`config.mk`:
```
export PLATFORM = sky130hd
export DESIGN_NAME = debug_hex_rx_flat
export DESIGN_NICKNAME = d
export VERILOG_FILES = /design/src/rtl/debug_hex_rx_if.sv /design/src/rtl/debug_hex_rx.sv /design/src/flat_wrapper.sv
export SDC_FILE = /design/constraint.sdc
export NUM_CORES = 1
export LEC_CHECK = 0
export CAP_MARGIN = 20
export CORE_MARGIN = 2
export CORE_UTILIZATION = 53
export DETAILED_ROUTE_END_ITERATION = 6
export PLACE_DENSITY = 0.8
export SLEW_MARGIN = 20
export SYNTH_ARGS = -nofsm -noshare
export SYNTH_HDL_FRONTEND = slang
export SYNTH_SLANG_ARGS = --single-unit
export TNS_END_PERCENT = 100
```
`constraint.sdc`:
```
create_clock -name clk -period 3 [get_ports clk]
set_input_delay 0.75 -clock clk [delete_from_list [all_inputs] [get_ports clk]]
set_output_delay 0.75 -clock clk [all_outputs]
set_load 0.05 [all_outputs]
```
`src/rtl/debug_hex_rx_if.sv`:
```
// rtl/debug_hex_rx_if.sv - byte-in / word-out bundle for debug_hex_rx
// Echo signals exist only when DEBUG_HEX_RX_ECHO_EN is defined.
interface debug_hex_rx_if;
  logic        rx_valid;
  logic [7:0]  rx_data;
  logic        word_valid;
  logic [31:0] word_data;
  logic        err;
  logic [1:0]  err_code;
  logic        busy;
`ifdef DEBUG_HEX_RX_ECHO_EN
  logic        uart_tx_start;
  logic [7:0]  uart_tx_data;
  logic        uart_tx_busy;
`endif

  modport slave (
    input  rx_valid, rx_data,
`ifdef DEBUG_HEX_RX_ECHO_EN
    input  uart_tx_busy,
    output uart_tx_start, uart_tx_data,
`endif
    output word_valid, word_data, err, err_code, busy
  );

  modport master (
    output rx_valid, rx_data,
`ifdef DEBUG_HEX_RX_ECHO_EN
    output uart_tx_busy,
    input  uart_tx_start, uart_tx_data,
`endif
    input  word_valid, word_data, err, err_code, busy
  );
endinterface

```
`src/rtl/debug_hex_rx.sv`:
```
// rtl/debug_hex_rx.sv - ASCII hex line parser producing 32-bit words
// Optional byte echo to a UART transmitter under DEBUG_HEX_RX_ECHO_EN.
module debug_hex_rx (
  input  logic           clk,
  input  logic           rst,
  debug_hex_rx_if.slave  bus
);

  typedef enum logic [1:0] {
    ST_IDLE    = 2'd0,
    ST_DIGITS  = 2'd1,
    ST_DISCARD = 2'd2
  } state_e;

  state_e      state_q, state_d;
  logic [31:0] acc_q, acc_d;
  logic [3:0]  cnt_q, cnt_d;
  logic        word_valid_q, word_valid_d;
  logic [31:0] word_data_q, word_data_d;
  logic        err_q, err_d;
  logic [1:0]  err_code_q, err_code_d;
  logic        busy_q, busy_d;

  logic        is_digit, is_term;
  logic [3:0]  nib;

  // Letters A-F / a-f have low nibble 1..6, so +9 gives 10..15.
  always_comb begin
    is_digit = 1'b0;
    nib      = 4'd0;
    if (bus.rx_data >= 8'h30 && bus.rx_data <= 8'h39) begin
      is_digit = 1'b1;
      nib      = bus.rx_data[3:0];
    end else if ((bus.rx_data >= 8'h41 && bus.rx_data <= 8'h46) ||
                 (bus.rx_data >= 8'h61 && bus.rx_data <= 8'h66)) begin
      is_digit = 1'b1;
      nib      = bus.rx_data[3:0] + 4'd9;
    end
    is_term = (bus.rx_data == 8'h0D) || (bus.rx_data == 8'h0A);
  end

  always_ff @(posedge clk) begin
    if (rst) begin
      state_q      <= ST_IDLE;
      acc_q        <= 32'd0;
      cnt_q        <= 4'd0;
      word_valid_q <= 1'b0;
      word_data_q  <= 32'd0;
      err_q        <= 1'b0;
      err_code_q   <= 2'd0;
      busy_q       <= 1'b0;
    end else begin
      state_q      <= state_d;
      acc_q        <= acc_d;
      cnt_q        <= cnt_d;
      word_valid_q <= word_valid_d;
      word_data_q  <= word_data_d;
      err_q        <= err_d;
      err_code_q   <= err_code_d;
      busy_q       <= busy_d;
    end
  end

  always_comb begin
    state_d = state_q;
    if (bus.rx_valid) begin
      case (state_q)
        ST_IDLE:    if (is_digit) state_d = ST_DIGITS;
                    else if (!is_term) state_d = ST_DISCARD;
        ST_DIGITS:  if (is_digit) begin
                      if (cnt_q == 4'd8) state_d = ST_DISCARD;
                    end else if (is_term) state_d = ST_IDLE;
                    else state_d = ST_DISCARD;
        ST_DISCARD: if (is_term) state_d = ST_IDLE;
        default:    state_d = ST_IDLE;
      endcase
    end
  end

  always_comb begin
    acc_d        = acc_q;
    cnt_d        = cnt_q;
    word_valid_d = 1'b0;
    word_data_d  = word_data_q;
    err_d        = 1'b0;
    err_code_d   = err_code_q;
    busy_d       = (state_d != ST_IDLE);
    if (bus.rx_valid) begin
      case (state_q)
        ST_IDLE: begin
          if (is_digit) begin
            acc_d = {28'd0, nib};
            cnt_d = 4'd1;
          end else if (!is_term) begin
            err_d      = 1'b1;
            err_code_d = 2'd1;
          end
        end
        ST_DIGITS: begin
          if (is_digit) begin
            if (cnt_q == 4'd8) begin
              err_d      = 1'b1;
              err_code_d = 2'd2;
            end else begin
              acc_d = {acc_q[27:0], nib};
              cnt_d = cnt_q + 4'd1;
            end
          end else if (is_term) begin
            word_valid_d = 1'b1;
            word_data_d  = acc_q;
            acc_d        = 32'd0;
            cnt_d        = 4'd0;
          end else begin
            err_d      = 1'b1;
            err_code_d = 2'd1;
          end
        end
        ST_DISCARD: begin
          if (is_term) begin
            acc_d = 32'd0;
            cnt_d = 4'd0;
          end
        end
        default: begin
          acc_d = 32'd0;
          cnt_d = 4'd0;
        end
      endcase
    end
  end

  assign bus.word_valid = word_valid_q;
  assign bus.word_data  = word_data_q;
  assign bus.err        = err_q;
  assign bus.err_code   = err_code_q;
  assign bus.busy       = busy_q;

`ifdef DEBUG_HEX_RX_ECHO_EN
  logic       buf_full_q, buf_full_d;
  logic [7:0] buf_data_q, buf_data_d;
  logic       tx_start_q, tx_start_d;
  logic [7:0] tx_data_q, tx_data_d;

  // Drain and load are exclusive: a byte arriving while full is dropped.
  always_comb begin
    buf_full_d = buf_full_q;
    buf_data_d = buf_data_q;
    tx_start_d = 1'b0;
    tx_data_d  = tx_data_q;
    if (buf_full_q && !bus.uart_tx_busy && !tx_start_q) begin
      tx_start_d = 1'b1;
      tx_data_d  = buf_data_q;
      buf_full_d = 1'b0;
    end else if (bus.rx_valid && !buf_full_q) begin
      buf_full_d = 1'b1;
      buf_data_d = bus.rx_data;
    end
  end

  always_ff @(posedge clk) begin
    if (rst) begin
      buf_full_q <= 1'b0;
      buf_data_q <= 8'd0;
      tx_start_q <= 1'b0;
      tx_data_q  <= 8'd0;
    end else begin
      buf_full_q <= buf_full_d;
      buf_data_q <= buf_data_d;
      tx_start_q <= tx_start_d;
      tx_data_q  <= tx_data_d;
    end
  end

  assign bus.uart_tx_start = tx_start_q;
  assign bus.uart_tx_data  = tx_data_q;
`endif

endmodule

```
`src/flat_wrapper.sv`:
```
// flat-port wrapper written by rule: the top's interface ports become plain ports
module debug_hex_rx_flat 
  (clk, rst, bus_rx_valid, bus_rx_data, bus_word_valid, bus_word_data, bus_err, bus_err_code, bus_busy);
  debug_hex_rx_if bus_i ();
  input  logic clk;
  input  logic rst;
  input wire logic [$bits(bus_i.rx_valid)-1:0] bus_rx_valid;
  input wire logic [$bits(bus_i.rx_data)-1:0] bus_rx_data;
  output wire logic [$bits(bus_i.word_valid)-1:0] bus_word_valid;
  output wire logic [$bits(bus_i.word_data)-1:0] bus_word_data;
  output wire logic [$bits(bus_i.err)-1:0] bus_err;
  output wire logic [$bits(bus_i.err_code)-1:0] bus_err_code;
  output wire logic [$bits(bus_i.busy)-1:0] bus_busy;
  assign bus_i.rx_valid = bus_rx_valid;
  assign bus_i.rx_data = bus_rx_data;
  assign bus_word_valid = bus_i.word_valid;
  assign bus_word_data = bus_i.word_data;
  assign bus_err = bus_i.err;
  assign bus_err_code = bus_i.err_code;
  assign bus_busy = bus_i.busy;
  debug_hex_rx u_core (.clk(clk), .rst(rst), .bus(bus_i));
endmodule
```
==> impl_metrics.env, run 1 <==
export IMPL_r2r_end="u_core.acc_q[24]"
export IMPL_ys_seq_area_share_pct=50.0
export IMPL_port_buffers=47
export IMPL_setup_viol=0
export IMPL_timing_rr_start="u_core.cnt_q[0]"
export IMPL_crit_start="bus_rx_data[0]"
export IMPL_synthMuxAreaShare_pct=0.333
export IMPL_first_global_vias=2284
export IMPL_crit_family="compound AO/OA/AOI/OAI gates"
export IMPL_relSlewSlack_pct=64.4
export IMPL_worstMarginPinSlew_ns=0.534
export IMPL_viasPerCell=5.53
export IMPL_maxCapViolCount=0
export IMPL_r2r_cells=8
export IMPL_drc=0
export IMPL_grt_overflow_total=0
export IMPL_critical_path_class="input pin to register"
export IMPL_synth_top_family_by_area="compound AO/OA/AOI/OAI gates"
export IMPL_stdcell_count=459
export IMPL_place_inst=442
export IMPL_syn_area_um2=3000
export IMPL_grt_setup_unrepaired="no"
export IMPL_worst_path_max_delay_cell="clkdlybuf4s50_1"
export IMPL_fp_dieW_um=79.3
export IMPL_dr_total_vias=2538
export IMPL_ys_flop_type="dfxtp_1"
export IMPL_final_core_util_pct=70.2
export IMPL_synthCells=323
export IMPL_dp_hpwl_mm=4.37
export IMPL_drv_slew=0
export IMPL_final_common_cell="dfxtp_1"
export IMPL_cts_tree="built"
export IMPL_clockBufferDepth=2
export IMPL_yosys_area_share_adder_pct=2.50
export IMPL_static_leakage_power_nw=1.42
export IMPL_initial_core_util_pct=54.6
export IMPL_skew_ns=0.00693
export IMPL_firstDrtPassIters=4
export IMPL_final_cell_mix="dfxtp_1, nand2_1, clkdlybuf4s50_1"
export IMPL_max_stage_delay_ns=0.53
export IMPL_endpoint="u_core.acc_q[24]"
export IMPL_worstPathRequired_ns=3.23
export IMPL_dpl_cell_area_um2=3620
export IMPL_antenna_left=0
export IMPL_clk_pin_slew_ns=0.08
export IMPL_synthSimpleGateAreaFrac_pct=17.9
export IMPL_grt_pass1_wl_mm=10.5
export IMPL_vdd_drop_max_v=0.000324
export IMPL_grt_max_degree=37
export IMPL_startpoint_type="input pin"
export IMPL_diodes=0
export IMPL_min_period_over_period_pct=92.7
export IMPL_hold_viol_final=0
export IMPL_cts_root_buf="clkbuf_8"
export IMPL_track_usage_pct=21.5
export IMPL_layout_drive_gt1_share_pct=20.7
export IMPL_globalplace_congestion=0.913
export IMPL_timing_reg2reg_setup_slack_ns=0.85
export IMPL_htree_num_levels=3
export IMPL_fin_nets=399
export IMPL_die_h_um=79.3
export IMPL_cp_depth=9
export IMPL_areaGrowthSynthToFinish_pct=28.7
export IMPL_cp_buffers_inverters=2
export IMPL_cts_buffers=9
export IMPL_antenna_found_initial=0
export IMPL_cts_sinks=75
export IMPL_drt_wl_total_mm=6.60
export IMPL_ys_async_sr_fraction_pct=0
export IMPL_multiInputGateArea_um2=1380
export IMPL_cp_arrival_ns=3.01
export IMPL_nFillCells=416
export IMPL_die_area_um2=6290
export IMPL_core_area_um2=5510
export IMPL_clock_latency_ns=0.34
export IMPL_synth_fp_nets=340
export IMPL_synth_edff_count=0
export IMPL_ioPinCount=48
export IMPL_min_period_ns=2.78
export IMPL_yosys_warnings=0
export IMPL_post_drt_wl_per_cell_um=14.4
export IMPL_fmax_mhz=360
export IMPL_critical_path_max_fanout=16
export IMPL_holdWs_ns=0.455
export IMPL_postCtsHoldBufs=0
export IMPL_rows=27
export IMPL_first_iter_violations=190
export IMPL_seq_area_um2=1500
export IMPL_hp_class="register to register"
export IMPL_synth_distinct_cells=54
export IMPL_p_per_area_nw_per_um2=524
export IMPL_synth_area_per_cell_um2=9.30
export IMPL_path_cells="clkdlybuf4s50_1 > inv_1 > ha_1 > o21ba_1 > o21a_1 > o21ai_1 > o211a_1 > o22ai_4 > a22o_2"
export IMPL_synthXorXnorAreaFrac_pct=0
export IMPL_stdcell_area_um2=3870
export IMPL_synth_compound_area_share_pct=24.6
export IMPL_status="complete, no violations"
export IMPL_ys_ff_latch=75
export IMPL_critPathCaptureType="register"
how the worst min path moves through the flow:
stage	endpoint	start	slack, ns	depth (start not counted)
finish	u_core.bus.word_data[14]	u_core.bus.word_data[14]	0.46	2
global route	u_core.bus.word_data[8]	u_core.bus.word_data[8]	0.47	2
CTS	u_core.bus.word_data[13]	u_core.bus.word_data[13]	0.46	2
detailed placement	u_core.bus.word_data[13]	u_core.bus.word_data[13]	0.45	2
global placement	u_core.bus.word_data[17]	u_core.bus.word_data[17]	0.44	2
floorplan	u_core.bus.word_data[28]	u_core.acc_q[28]	0.43	2
cell type report:
cell class                      instances  share of cell area (%)
Clock buffer                            9                    3.20
Clock inverter                          7                    2.56
Inverter                                7                   0.680
Multi-Input combinational cell        222                    35.7
Sequential cell                        75                    38.8
Tap cell                               72                    2.33
Timing Repair Buffer                   67                    16.7
cells by family after synthesis:
group	after synthesis
and+or+nand+nor	113
AOI/OAI and AO/OA	101
DFF	75
buffers and inverters	27
adders and majority gates	6
muxes	1
worst reg2reg max path: stages, from the launching register on:
cell     delay (ns)
dfxtp_1        0.35
inv_1          0.11
ha_1           0.16
nand2_1        0.05
nor2_1         0.25
o21ai_1        0.16
o211a_1        0.33
o22ai_4        0.45
a22o_2         0.23
registers in the layout, summed over array words and instances (netlist names):
| name | cells |
|---|---|
| u_core.acc_q | 32 |
| u_core.bus.err | 1 |
| u_core.bus.word_valid | 1 |
| u_core.cnt_q | 4 |
| u_core.bus.busy | 1 |
| u_core.bus.err_code | 2 |
| u_core.state_q | 2 |
| u_core.bus.word_data | 32 |
what timing repair did:
action | 4_1_cts | 5_1_grt
setup endpoints to repair | 0 | 32
gates resized for setup | 0 | 1
setup buffers | 0 | 0
cells in the mapped netlist (2+ instances only):
cell,count,share of area [%]
buf_6,3,1.1
o21ai_0,6,1.0
o2bb2ai_1,3,0.87
a21o_1,3,0.75
nor4_1,5,1.0
nor3_2,2,0.67
dfxtp_1,75,50
buf_4,2,0.50
inv_1,6,0.75
nand3b_1,2,0.50
o21ai_1,2,0.33
and2b_2,2,0.58
nand2_1,71,8.9
nand3_1,5,0.83
buf_2,9,1.5
a22o_2,28,9.3
a21oi_1,43,7.2
nand2b_1,2,0.42
clkbuf_1,5,0.62
nor3_1,2,0.33
ha_1,6,2.5
nor2_1,9,1.1
through the flow:
step           setup WS (ns)  TNS (ns)  power (mW)
6_report               0.220         0        2.03
5_1_grt               0.0840         0        2.10
4_1_cts                0.120         0        2.03
3_5_place_dp          -0.232     -6.93        1.18
3_3_place_gp          -0.140     -4.28        1.18
2_1_floorplan          0.632         0        1.13
report_power, final:
| group | total (mW) | internal (mW) | switching [mW] | leakage, nW |
|---|---|---|---|---|
| combinational | 0.157 | 0.0624 | 0.0947 | 0.707 |
| clock | 0.857 | 0.474 | 0.383 | 0.110 |
| sequential | 1.01 | 1.00 | 0.00835 | 0.605 |
| total | 2.03 | 1.54 | 0.486 | 1.42 |
metal layers:
layer  vias up  share of wire (%)  track usage, %
li1       1272                  -               -
met1      1184                 44            26.1
met2        75                 50            36.6
met3         7                4.9            4.20
met4         0                1.3            10.2
met5         -                  0               0
(Power assumes the default switching activity.)
==> inputs of run 2 (changes only) <==
--- a/config.mk
+++ b/config.mk
@@ -8,6 +8,7 @@
 export CAP_MARGIN = 20
 export CORE_MARGIN = 2
 export CORE_UTILIZATION = 53
+export CTS_CLUSTER_DIAMETER = 100
 export DETAILED_ROUTE_END_ITERATION = 6
 export PLACE_DENSITY = 0.8
 export SLEW_MARGIN = 20
==> results of run 2 <==
No change in the layout: final DEF, timing and power equal those of run 1.
